==> config.mk <==
export PLATFORM = sky130hd
export DESIGN_NAME = pipe_handshake_chain
export DESIGN_NICKNAME = d
export VERILOG_FILES = /design/src/rtl/pipe_pkg.sv /design/src/rtl/pipe_stage_reg.sv /design/src/rtl/pipe_handshake_chain.sv
export SDC_FILE = /design/constraint.sdc
export NUM_CORES = 1
export LEC_CHECK = 0
export BUFFER_PORTS_ARGS = -buffer_cell sky130_fd_sc_hd__buf_2
export CAP_MARGIN = 20
export CELL_PAD_IN_SITES_DETAIL_PLACEMENT = 0
export CELL_PAD_IN_SITES_GLOBAL_PLACEMENT = 2
export CORE_MARGIN = 10
export CORE_UTILIZATION = 35
export CTS_BUF_LIST = sky130_fd_sc_hd__clkbuf_8 sky130_fd_sc_hd__clkbuf_16
export DETAILED_ROUTE_END_ITERATION = 6
export HOLD_SLACK_MARGIN = 0.12
export PLACE_DENSITY = 0.95
export SLEW_MARGIN = 10
export SYNTH_ARGS = -nofsm -noshare
export SYNTH_HDL_FRONTEND = slang
export SYNTH_SLANG_ARGS = --single-unit
==> constraint.sdc <==
create_clock -name clk -period 5 [get_ports clk]
set_input_delay 1 -clock clk [delete_from_list [all_inputs] [get_ports clk]]
set_output_delay 1 -clock clk [all_outputs]
set_load 0.02 [all_outputs]
==> src/rtl/pipe_pkg.sv <==
// Shared pipeline definitions: default geometry, named stage indices for the
// classic 5-stage instance, and a helper to locate a stage in flat vectors.
package pipe_pkg;

  localparam int DEF_NSTAGE    = 5;
  localparam int DEF_PAYLOAD_W = 32;

  // Stage indices for the 5-stage instance; stage 0 is the youngest.
  localparam int ST_IF  = 0;
  localparam int ST_ID  = 1;
  localparam int ST_EX  = 2;
  localparam int ST_MEM = 3;
  localparam int ST_WB  = 4;

  // Bit offset of stage idx inside a flat vector of w-bit payloads.
  function automatic int stage_lsb(input int idx, input int w);
    return idx * w;
  endfunction

endpackage

==> src/rtl/pipe_stage_reg.sv <==
// One pipeline stage register: valid bit plus payload with kill > load > hold.
module pipe_stage_reg
  import pipe_pkg::*;
#(
  parameter int PAYLOAD_W = DEF_PAYLOAD_W
) (
  input  logic                 clk,
  input  logic                 resetn,
  input  logic                 i_kill,
  input  logic                 i_allow,
  input  logic                 i_go_prev,
  input  logic [PAYLOAD_W-1:0] i_payload,
  output logic                 o_valid,
  output logic [PAYLOAD_W-1:0] o_payload
);

  logic                 r_valid;
  logic [PAYLOAD_W-1:0] r_payload;

  // Valid/payload update; payload only moves on a real handoff so bubbles keep it.
  always_ff @(posedge clk or negedge resetn) begin
    if (!resetn) begin
      r_valid   <= 1'b0;
      r_payload <= '0;
    end else if (i_kill) begin
      r_valid <= 1'b0;
    end else if (i_allow) begin
      r_valid <= i_go_prev;
      if (i_go_prev) begin
        r_payload <= i_payload;
      end
    end
  end

  assign o_valid   = r_valid;
  assign o_payload = r_payload;

endmodule

==> src/rtl/pipe_handshake_chain.sv <==
// N-stage valid/allow_in/ready_go pipeline controller with flush and cancel.
// The allow_in and kill chains are combinational; state lives in pipe_stage_reg.
module pipe_handshake_chain
  import pipe_pkg::*;
#(
  parameter int NSTAGE    = DEF_NSTAGE,
  parameter int PAYLOAD_W = DEF_PAYLOAD_W
) (
  input  logic                          clk,
  input  logic                          resetn,
  input  logic                          in_valid,
  output logic                          in_allow,
  input  logic [PAYLOAD_W-1:0]          in_payload,
  input  logic [NSTAGE-1:0]             stage_ready_go,
  input  logic [NSTAGE-1:0]             flush_req,
  input  logic                          cancel_all,
  output logic                          out_valid,
  input  logic                          out_ready,
  output logic [PAYLOAD_W-1:0]          out_payload,
  output logic [NSTAGE-1:0]             stage_valid,
  output logic [NSTAGE*PAYLOAD_W-1:0]   stage_payload,
  output logic [NSTAGE-1:0]             stage_allow_in,
  output logic [$clog2(NSTAGE+1)-1:0]   occupancy
);

  localparam int OCC_W = $clog2(NSTAGE + 1);

  logic [NSTAGE-1:0]    w_valid;
  logic [PAYLOAD_W-1:0] w_payload [NSTAGE];
  logic [PAYLOAD_W-1:0] w_src     [NSTAGE];
  logic [NSTAGE:0]      w_allow;
  logic [NSTAGE-1:0]    w_kill;
  logic [NSTAGE-1:0]    w_go;
  logic [NSTAGE-1:0]    w_go_prev;
  logic                 w_go_in;
  logic [OCC_W-1:0]     w_occ;

  // allow_in chain from the consumer back to the producer.
  always_comb begin
    w_allow         = '0;
    w_allow[NSTAGE] = out_ready;
    for (int i = NSTAGE - 1; i >= 0; i--) begin
      w_allow[i] = ~w_valid[i] | (stage_ready_go[i] & w_allow[i+1]);
    end
  end

  // Kill chain: a flush request at stage k kills every younger stage, never k itself.
  always_comb begin
    w_kill           = '0;
    w_kill[NSTAGE-1] = cancel_all;
    for (int i = NSTAGE - 2; i >= 0; i--) begin
      w_kill[i] = w_kill[i+1] | flush_req[i+1];
    end
  end

  // A killed stage never hands off, so no doomed payload reaches the next stage.
  assign w_go      = w_valid & stage_ready_go & ~w_kill;
  assign w_go_in   = in_valid & ~(|flush_req) & ~cancel_all;
  assign w_go_prev = {w_go[NSTAGE-2:0], w_go_in};

  genvar g;
  generate
    for (g = 0; g < NSTAGE; g++) begin : g_stage
      if (g == 0) begin : g_first
        assign w_src[g] = in_payload;
      end else begin : g_rest
        assign w_src[g] = w_payload[g-1];
      end

      pipe_stage_reg #(
        .PAYLOAD_W (PAYLOAD_W)
      ) u_stage (
        .clk       (clk),
        .resetn    (resetn),
        .i_kill    (w_kill[g]),
        .i_allow   (w_allow[g]),
        .i_go_prev (w_go_prev[g]),
        .i_payload (w_src[g]),
        .o_valid   (w_valid[g]),
        .o_payload (w_payload[g])
      );

      assign stage_payload[stage_lsb(g, PAYLOAD_W) +: PAYLOAD_W] = w_payload[g];
    end
  endgenerate

  // Population count of the valid bits.
  always_comb begin
    w_occ = '0;
    for (int i = 0; i < NSTAGE; i++) begin
      w_occ = w_occ + OCC_W'(w_valid[i]);
    end
  end

  assign in_allow       = w_allow[0];
  assign out_valid      = w_valid[NSTAGE-1] & stage_ready_go[NSTAGE-1] & ~cancel_all;
  assign out_payload    = w_payload[NSTAGE-1];
  assign stage_valid    = w_valid;
  assign stage_allow_in = w_allow[NSTAGE-1:0];
  assign occupancy      = w_occ;

endmodule
# [Word-level counts from Yosys, hierarchy flattened]
# Index checks and enable logic that the tools add are counted.
# W data, S select, Z words.
[classes] reduce_logical=11 addsub=4 mux=10 bitwise=32
[op_table] operator="$reduce_and A3 Y1" count=5
[op_table] operator="$not A1 Y1" count=11
[op_table] operator="$mux W1" count=10
[op_table] operator="$reduce_bool A2 Y1" count=5
[op_table] operator="$and A1 B1 Y1" count=9
[op_table] operator="$or A1 B1 Y1" count=9
[op_table] operator="$and A4 B4 Y4" count=2
[op_table] operator="$add A3 B1 Y3" count=2
[op_table] operator="$reduce_or A5 Y1" count=1
[op_table] operator="$not A4 Y4" count=1
[op_table] operator="$add A2 B1 Y3" count=1
[op_table] operator="$add A1 B1 Y2" count=1
[word_totals] regBits=165 in_bits=47 out_inout_bits=207

# [Longest topological paths before layout]
# Gate-level depths: netlist of run 1.
[logic_depth] word_depth=12 mapped_depth=6 mapped_depth_nobuf=6

# [Hierarchy]
# A second synthesis of run 1 with hierarchy kept.
[hier_totals] hier_cells=419 hier_area_um2=7312.0
[by_module_without_submodules] mod="pipe_stage_reg" n_inst=5 cells_per_inst=71 area_per_inst_um2=1366.3
[by_module_without_submodules] mod="pipe_handshake_chain" n_inst=1 cells_per_inst=64 area_per_inst_um2=480.5

# [Worst setup path before layout of run 1]
# OpenSTA, ideal clock, no wires.
[synth_path] path_type="input port to output port" from="in stage_ready_go[2]" to="out stage_allow_in[0]" setup_slack_ns=1.704 path_stages=5 required_ns=4.000 arrival_ns=2.296 cell_sequence="nand2b_1 > a21bo_2 > and3_1 > o21ai_0 > buf_4"
[synth_between] elab_chain_len=6
[synth_rtl] element="start, declared" line_no="pipe_handshake_chain.sv:14" text="input logic [NSTAGE-1:0] stage_ready_go,"
[synth_rtl] element="$and A1 B1 Y1" line_no="pipe_handshake_chain.sv:43" text="w_allow[i] = ~w_valid[i] | (stage_ready_go[i] & w_allow[i+1]);"
[synth_rtl] element="$or A1 B1 Y1" line_no="pipe_handshake_chain.sv:43"
[synth_rtl] element="$and A1 B1 Y1" line_no="pipe_handshake_chain.sv:43"
[synth_rtl] element="$or A1 B1 Y1" line_no="pipe_handshake_chain.sv:43"
[synth_rtl] element="$and A1 B1 Y1" line_no="pipe_handshake_chain.sv:43"
[synth_rtl] element="$or A1 B1 Y1" line_no="pipe_handshake_chain.sv:43"
[synth_rtl] element="end, declared" line_no="pipe_handshake_chain.sv:22" text="output logic [NSTAGE-1:0] stage_allow_in,"
# Every way passes these cells.

# [Final worst setup path of run 1]
[layout_path] from="in out_ready" to="out in_allow"
[layout_between] elab_chain_len=10
[layout_rtl] element="start, declared" line_no="pipe_handshake_chain.sv:18" text="input logic out_ready,"
[layout_rtl] element="$and A1 B1 Y1" line_no="pipe_handshake_chain.sv:43"
[layout_rtl] element="$or A1 B1 Y1" line_no="pipe_handshake_chain.sv:43"
[layout_rtl] element="$and A1 B1 Y1" line_no="pipe_handshake_chain.sv:43"
[layout_rtl] element="$or A1 B1 Y1" line_no="pipe_handshake_chain.sv:43"
[layout_rtl] element="$and A1 B1 Y1" line_no="pipe_handshake_chain.sv:43"
[layout_rtl] element="$or A1 B1 Y1" line_no="pipe_handshake_chain.sv:43"
[layout_rtl] element="$and A1 B1 Y1" line_no="pipe_handshake_chain.sv:43"
[layout_rtl] element="$or A1 B1 Y1" line_no="pipe_handshake_chain.sv:43"
[layout_rtl] element="$and A1 B1 Y1" line_no="pipe_handshake_chain.sv:43"
[layout_rtl] element="$or A1 B1 Y1" line_no="pipe_handshake_chain.sv:43"
[layout_rtl] element="end, declared" line_no="pipe_handshake_chain.sv:12" text="output logic in_allow,"
# Every way passes these cells.

==> results.cfg, run 1 <==
[run_status]
status = completed

[clocking]
cts_buffers = 17
clock_sinks = 165
cts_setup_buffers = 0
cts_tree = done
cts_hold_buf = 0
htreeDepth = 4
clockRootBuffer = clkbuf_16
cts.clk_slew.worst_paths_ns = 0.06
cts_resized = 0
clk_path_buf_depth = 2
insertion_delay_ns = 0.42

[power]
power_frac_comb_pct = 8.8
p_sw_share_pct = 26.11
internal_power_w = 0.002265
powerDensity_mw_per_mm2 = 335.6
leakagePower_nw = 4.994
p_total_w = 0.003066
p_sw_w = 0.0008003
pwr-share-seq_pct = 47.1
pwr-share-clk_pct = 44.1
peakVddDrop_mv = 0.2013

[routing]
wirelength_um = 20950
drc = 0
initialDrtViolationCount = 143
wire_per_inst_um = 20.26
antenna_left = 0
dr_total_vias = 5115
drtPass1Iterations = 4
via_per_inst = 4.947

[logic_synthesis]
syn_nets = 594
synthArstFlopShare_pct = 100.0
synth_edf_count = 0
synth_cells = 544
synth_top_area_share_pct = 57.13
yosysSeqAreaShare_pct = 57.13
yosysTopAreaCell = dfrtp_1
ys.flop_type = dfrtp_1
synth-seq-cells = 165
yosys_warnings = 0
synth.area.top_cells = dfrtp_1, mux2_2, mux2_1, buf_4, o311ai_0
syn_area_mm2 = 0.007227
syn_area_per_cell_um2 = 13.28
synth_cell_types = 32

[global_routing]
grt_usage_pct = 15.38
grt_pass1_wl_um = 32170
grt_remaining_overflow = 0
grt_pass1_vias = 5311
grt_max_degree = 84
grt_antenna_before_repair = 4

[finish]
fillCellCount = 1888
fin_nets = 798
drive_above_1_share_pct = 52.83
final_common_cell = buf_2
area_growth_pct = 26.39
most-common-layout-cells = buf_2, dfrtp_1, mux2_2, inv_1, o311ai_0

[sta]
hold_violations = 0
rsz0062_at_grt = no
clock_skew_ns = 0.01054
timing.fmax_ghz = 0.2906
post-route-min-period_ns = 3.442
tns_ns = 0
relSlewSlack_pct = 32.77
setup_violations = 0
fin_crit_sh_pct = 68.83
tightestPinTransition_ns = 1.008
drv_slew = 0

[placement]
dpl.hpwl_um = 14940
place_congestion = 0.7825
portBuffers = 253

[floorplan]
die_x_um = 163.7
die_h_um = 163.7
io_pins = 254
core_mm2 = 0.02030
dieArea_mm2 = 0.02680
start_util_pct = 35.60
rows = 52

[worst_setup_path]
crit_path_top_delay_cell = a21boi_1
crit_path_frequent_cell = buf_2
crit_chain = buf_2, a21boi_1, inv_1, nand2b_1, and3_1, o21ai_0, buf_2
required_ns = 4.00
worstPathArrival_ns = 2.44
cp-start-kind = input pin
worst-path-max-fanout = 4
slowest_delay_ns = 0.33
critical_path_class = input pin to output port
endpoint_kind = output port

[worst_hold_path]
hold_class = register to register

[job]
maxCapViolCount = 0
## routing by layer
layer / wire length (um) / GRT usage [%]
met4: 263 / 4.265
met3: 1366 / 4.881
met5: 13 / 0
met1: 8923 / 18.82
met2: 10380 / 25.63
## worst max-delay path, delay by kind of cell
family / cells / cell delay (ns)
simple gates: 2 / 0.50
compound gates: 2 / 0.49
buf+inv: 3 / 0.45
## cell usage after synthesis, types with 2 or more instances
cell and instances:
a21oi_1 2, o211ai_1 15, buf_2 7, o311ai_0 32, dfrtp_1 165, clkbuf_1 27, nor2_1 4, nand2_1 6
mux2_1 30, nand3_1 21, a21boi_1 2, mux2_2 98, or4_1 14, inv_1 38, o21ai_0 2, nand2b_1 2
and3_1 2, a21o_1 2, o221ai_1 18, buf_4 42, buf_6 3, fa_1 2
## sequential cells by signal, summed over array words and instances, names as in the netlist
name	count
g_stage.u_stage.o_payload	160
g_stage.u_stage.o_valid	5
## final cells by class
type	instances	area (um2)	area share [%]
tap	270	337.8	3.699
sequential	165	4129	45.21
inverter	38	142.6	1.562
multi-input combinational	262	2502	27.40
clock inverter	12	140.1	1.534
clock buffer	20	466.7	5.110
antenna	3	7.507	0.08219
timing repair buffer	264	1408	15.41
## final timing paths
check | startpoint | to | slack (ns) | cells after the start
min | g_stage[1].u_stage.o_payload[4]$_DFFE_PN0P_ | g_stage[1].u_stage.o_payload[4]$_DFFE_PN0P_ | 0.51 | 1
min in group asynchronous | resetn | g_stage[2].u_stage.o_payload[31]$_DFFE_PN0P_ | 0.62 | 1
min reg2reg | g_stage[1].u_stage.o_payload[4]$_DFFE_PN0P_ | g_stage[1].u_stage.o_payload[4]$_DFFE_PN0P_ | 0.51 | 1
max | out_ready | in_allow | 1.56 | 7
max in group asynchronous | resetn | g_stage[0].u_stage.o_payload[4]$_DFFE_PN0P_ | 3.29 | 2
max reg2reg | g_stage[4].u_stage.o_valid$_DFFE_PN0P_ | g_stage[1].u_stage.o_payload[0]$_DFFE_PN0P_ | 2.42 | 6
## metrics by stage
step | utilization, % | instances | worst slack, ns | area [um2] | hold WS [ns]
after floorplan | - | 544 | 1.704 | 7227 | 0.6238
after global placement | 41.70 | 997 | 1.599 | 8464 | 0.4842
after detailed placement | 41.70 | 997 | 1.558 | 8464 | 0.4909
after CTS | 44.69 | 1029 | 1.564 | 9071 | 0.5118
after global routing | 44.98 | 1033 | 1.460 | 9131 | 0.5359
final | 45.00 | 1034 | 1.558 | 9134 | 0.5106
## power groups by stage
stage | Combinational, W | Clock [W] | Sequential, W
final | 0.000268 | 0.00135 | 0.00144
after detailed placement | 0.000270 | 0 | 0.00147
after global placement | 0.000266 | 0 | 0.00147
after CTS | 0.000271 | 0.00139 | 0.00145
after global routing | 0.000296 | 0.00145 | 0.00145
after floorplan | 0.0000733 | 0 | 0.00152
## cells by family after synthesis
family | after synthesis | share of synthesized area, %
muxes | 128 | 19.94
DFF | 165 | 57.13
adders and majority gates | 3 | 0.7271
and+or+nand+nor | 53 | 4.363
AOI/OAI and AO/OA | 78 | 9.141
buffers and inverters | 117 | 8.691
Note: power is estimated with default switching activity, not from simulation.
==> inputs of run 2 (changes only) <==
Settings changed: CORE_UTILIZATION 35 to 32, PLACE_DENSITY 0.95 to 0.9.
Clock period 5 ns to 3.4 ns, I/O delays scaled along.
==> run 2 against run 1 <==
Effect of this change: critical path type is now register to output port; core utilization decreased by 3.4 points; non-clock buffer count increased by 6; critical endpoint unchanged; register-to-register slack got worse by 1.4 ns; power increased by 47%.
==> results.cfg, run 2 (synthesized netlist as in run 1, its figures left out) <==
[worst_setup_path]
rr_endpoint = g_stage[0].u_stage.o_payload[5]$_DFFE_PN0P_
cp-endpoint = in_allow
critical_path_class = register to output port
endpoint_kind = output port
cp-start-kind = register
startpoint = g_stage[4].u_stage.o_valid$_DFFE_PN0P_
timing.rr.start = g_stage[4].u_stage.o_valid$_DFFE_PN0P_
worstPathArrival_ns = 2.24
worst-path-max-fanout = 4
required_ns = 2.72
rr_worst_depth = 5
rrSetupSlack_ns = 1.03

[sta]
relSlewSlack_pct = 39.81
tns_ns = 0
tightestPinTransition_ns = 0.9007
setup_violations = 0
setup_ws_ns = 0.4759
clock_skew_ns = 0.01090
rsz0062_at_grt = no
fin_crit_sh_pct = 86.00
hold_violations = 0
timing.fmax_ghz = 0.3420
post-route-min-period_ns = 2.924
drv_slew = 0

[floorplan]
io_pins = 254
die_x_um = 170.3
die_h_um = 170.3
core_mm2 = 0.02203
dieArea_mm2 = 0.02900
rows = 54
start_util_pct = 32.81

[clocking]
cts_hold_buf = 0
cts.clk_slew.worst_paths_ns = 0.07
cts_resized = 0
clk_path_buf_depth = 2
clock_sinks = 165
cts_tree = done
cts_setup_buffers = 0
cts_buffers = 17
clockRootBuffer = clkbuf_16
htreeDepth = 4
insertion_delay_ns = 0.41

[job]
maxCapViolCount = 0

[finish]
most-common-layout-cells = buf_2, dfrtp_1, mux2_2, inv_1, o311ai_0
regArea_mm2 = 0.004129
fillCellCount = 2146
final_area_mm2 = 0.009173
drive_above_1_share_pct = 53.32
area_growth_pct = 26.92
final_common_cell = buf_2
multi_input_area_mm2 = 0.002505
fin_nets = 804
largest_register_ffs = 160

[power]
leakagePower_nw = 5.005
peakVddDrop_mv = 0.3284
powerDensity_mw_per_mm2 = 490.7

[placement]
dpl.hpwl_um = 15550
dpl-instance-area_mm2 = 0.008544
pre_cts_ws_ns = 0.6142
place_congestion = 0.7398
portBuffers = 253

[routing]
dr_total_vias = 5177
initialDrtViolationCount = 344
via_per_inst = 4.935
drtPass1Iterations = 4
drc = 0
antenna_left = 0
wire_per_inst_um = 20.45
wirelength_um = 21450

[global_routing]
grt_usage_pct = 14.60
grt_antenna_before_repair = 4
grt_pass1_vias = 5353
grt_max_degree = 63
grt_remaining_overflow = 0
grt_pass1_wl_um = 33000

[run_status]
status = completed

[worst_hold_path]
hold_class = input pin to asynchronous set/reset pin
[run 2: report_power, final]
part	switching [W]	leakage, nW	internal (W)	total (W)
Clock	0.000875	0.275	0.00110	0.00198
Sequential	0.0000796	2.20	0.00204	0.00212
Combinational	0.000267	2.53	0.000139	0.000406
Total	0.00122	5.00	0.00328	0.00450
[run 2: worst min-delay path by stage]
stage | start | end | slack, ns | cells past startpoint
floorplan | resetn | g_stage[0].u_stage.o_payload[0]$_DFFE_PN0P_ | 0.38 | 0
global placement | g_stage[1].u_stage.o_payload[19]$_DFFE_PN0P_ | g_stage[1].u_stage.o_payload[19]$_DFFE_PN0P_ | 0.49 | 1
detailed placement | g_stage[1].u_stage.o_payload[19]$_DFFE_PN0P_ | g_stage[1].u_stage.o_payload[19]$_DFFE_PN0P_ | 0.49 | 1
CTS | resetn | g_stage[1].u_stage.o_payload[30]$_DFFE_PN0P_ | 0.26 | 1
global route | resetn | g_stage[2].u_stage.o_payload[31]$_DFFE_PN0P_ | 0.27 | 1
finish | resetn | g_stage[4].u_stage.o_payload[31]$_DFFE_PN0P_ | 0.24 | 1
[run 2: final cells by class]
class / instances / share of cell area, %
sequential: 165 / 45.01
inverter: 38 / 1.555
antenna: 2 / 0.05456
clock inverter: 15 / 1.855
clock buffer: 17 / 4.638
multi-input combinational: 262 / 27.31
tap: 280 / 3.819
timing repair buffer: 270 / 15.76
[run 2: worst max-delay path, cell delays in order, from the launching register on]
cell and delay (ns):
dfrtp_1 0.42, a21boi_1 0.43, inv_1 0.15, nand2b_1 0.25, and3_1 0.25, o21ai_0 0.13
buf_2 0.21
[run 2: metal layers]
layer  GRT usage, %  up-vias  routed length [um]
met5              0        -                   7
met4          3.394        2                 151
met3          5.113       10                1721
met2          23.75      171               10330
met1          18.22     2623                9240
li1               -     2371                   -
[run 2: through the flow]
step                instances  power, W  utilization [%]  hold slack [ns]
finish                   1049  0.004501            41.64           0.2381
global route             1048  0.004699            41.63           0.2685
CTS                      1046  0.004554            41.50           0.2639
detailed placement       1014  0.002568            38.79           0.4921
global placement         1014  0.002560            38.79           0.4862
floorplan                 544  0.002338                -           0.3844
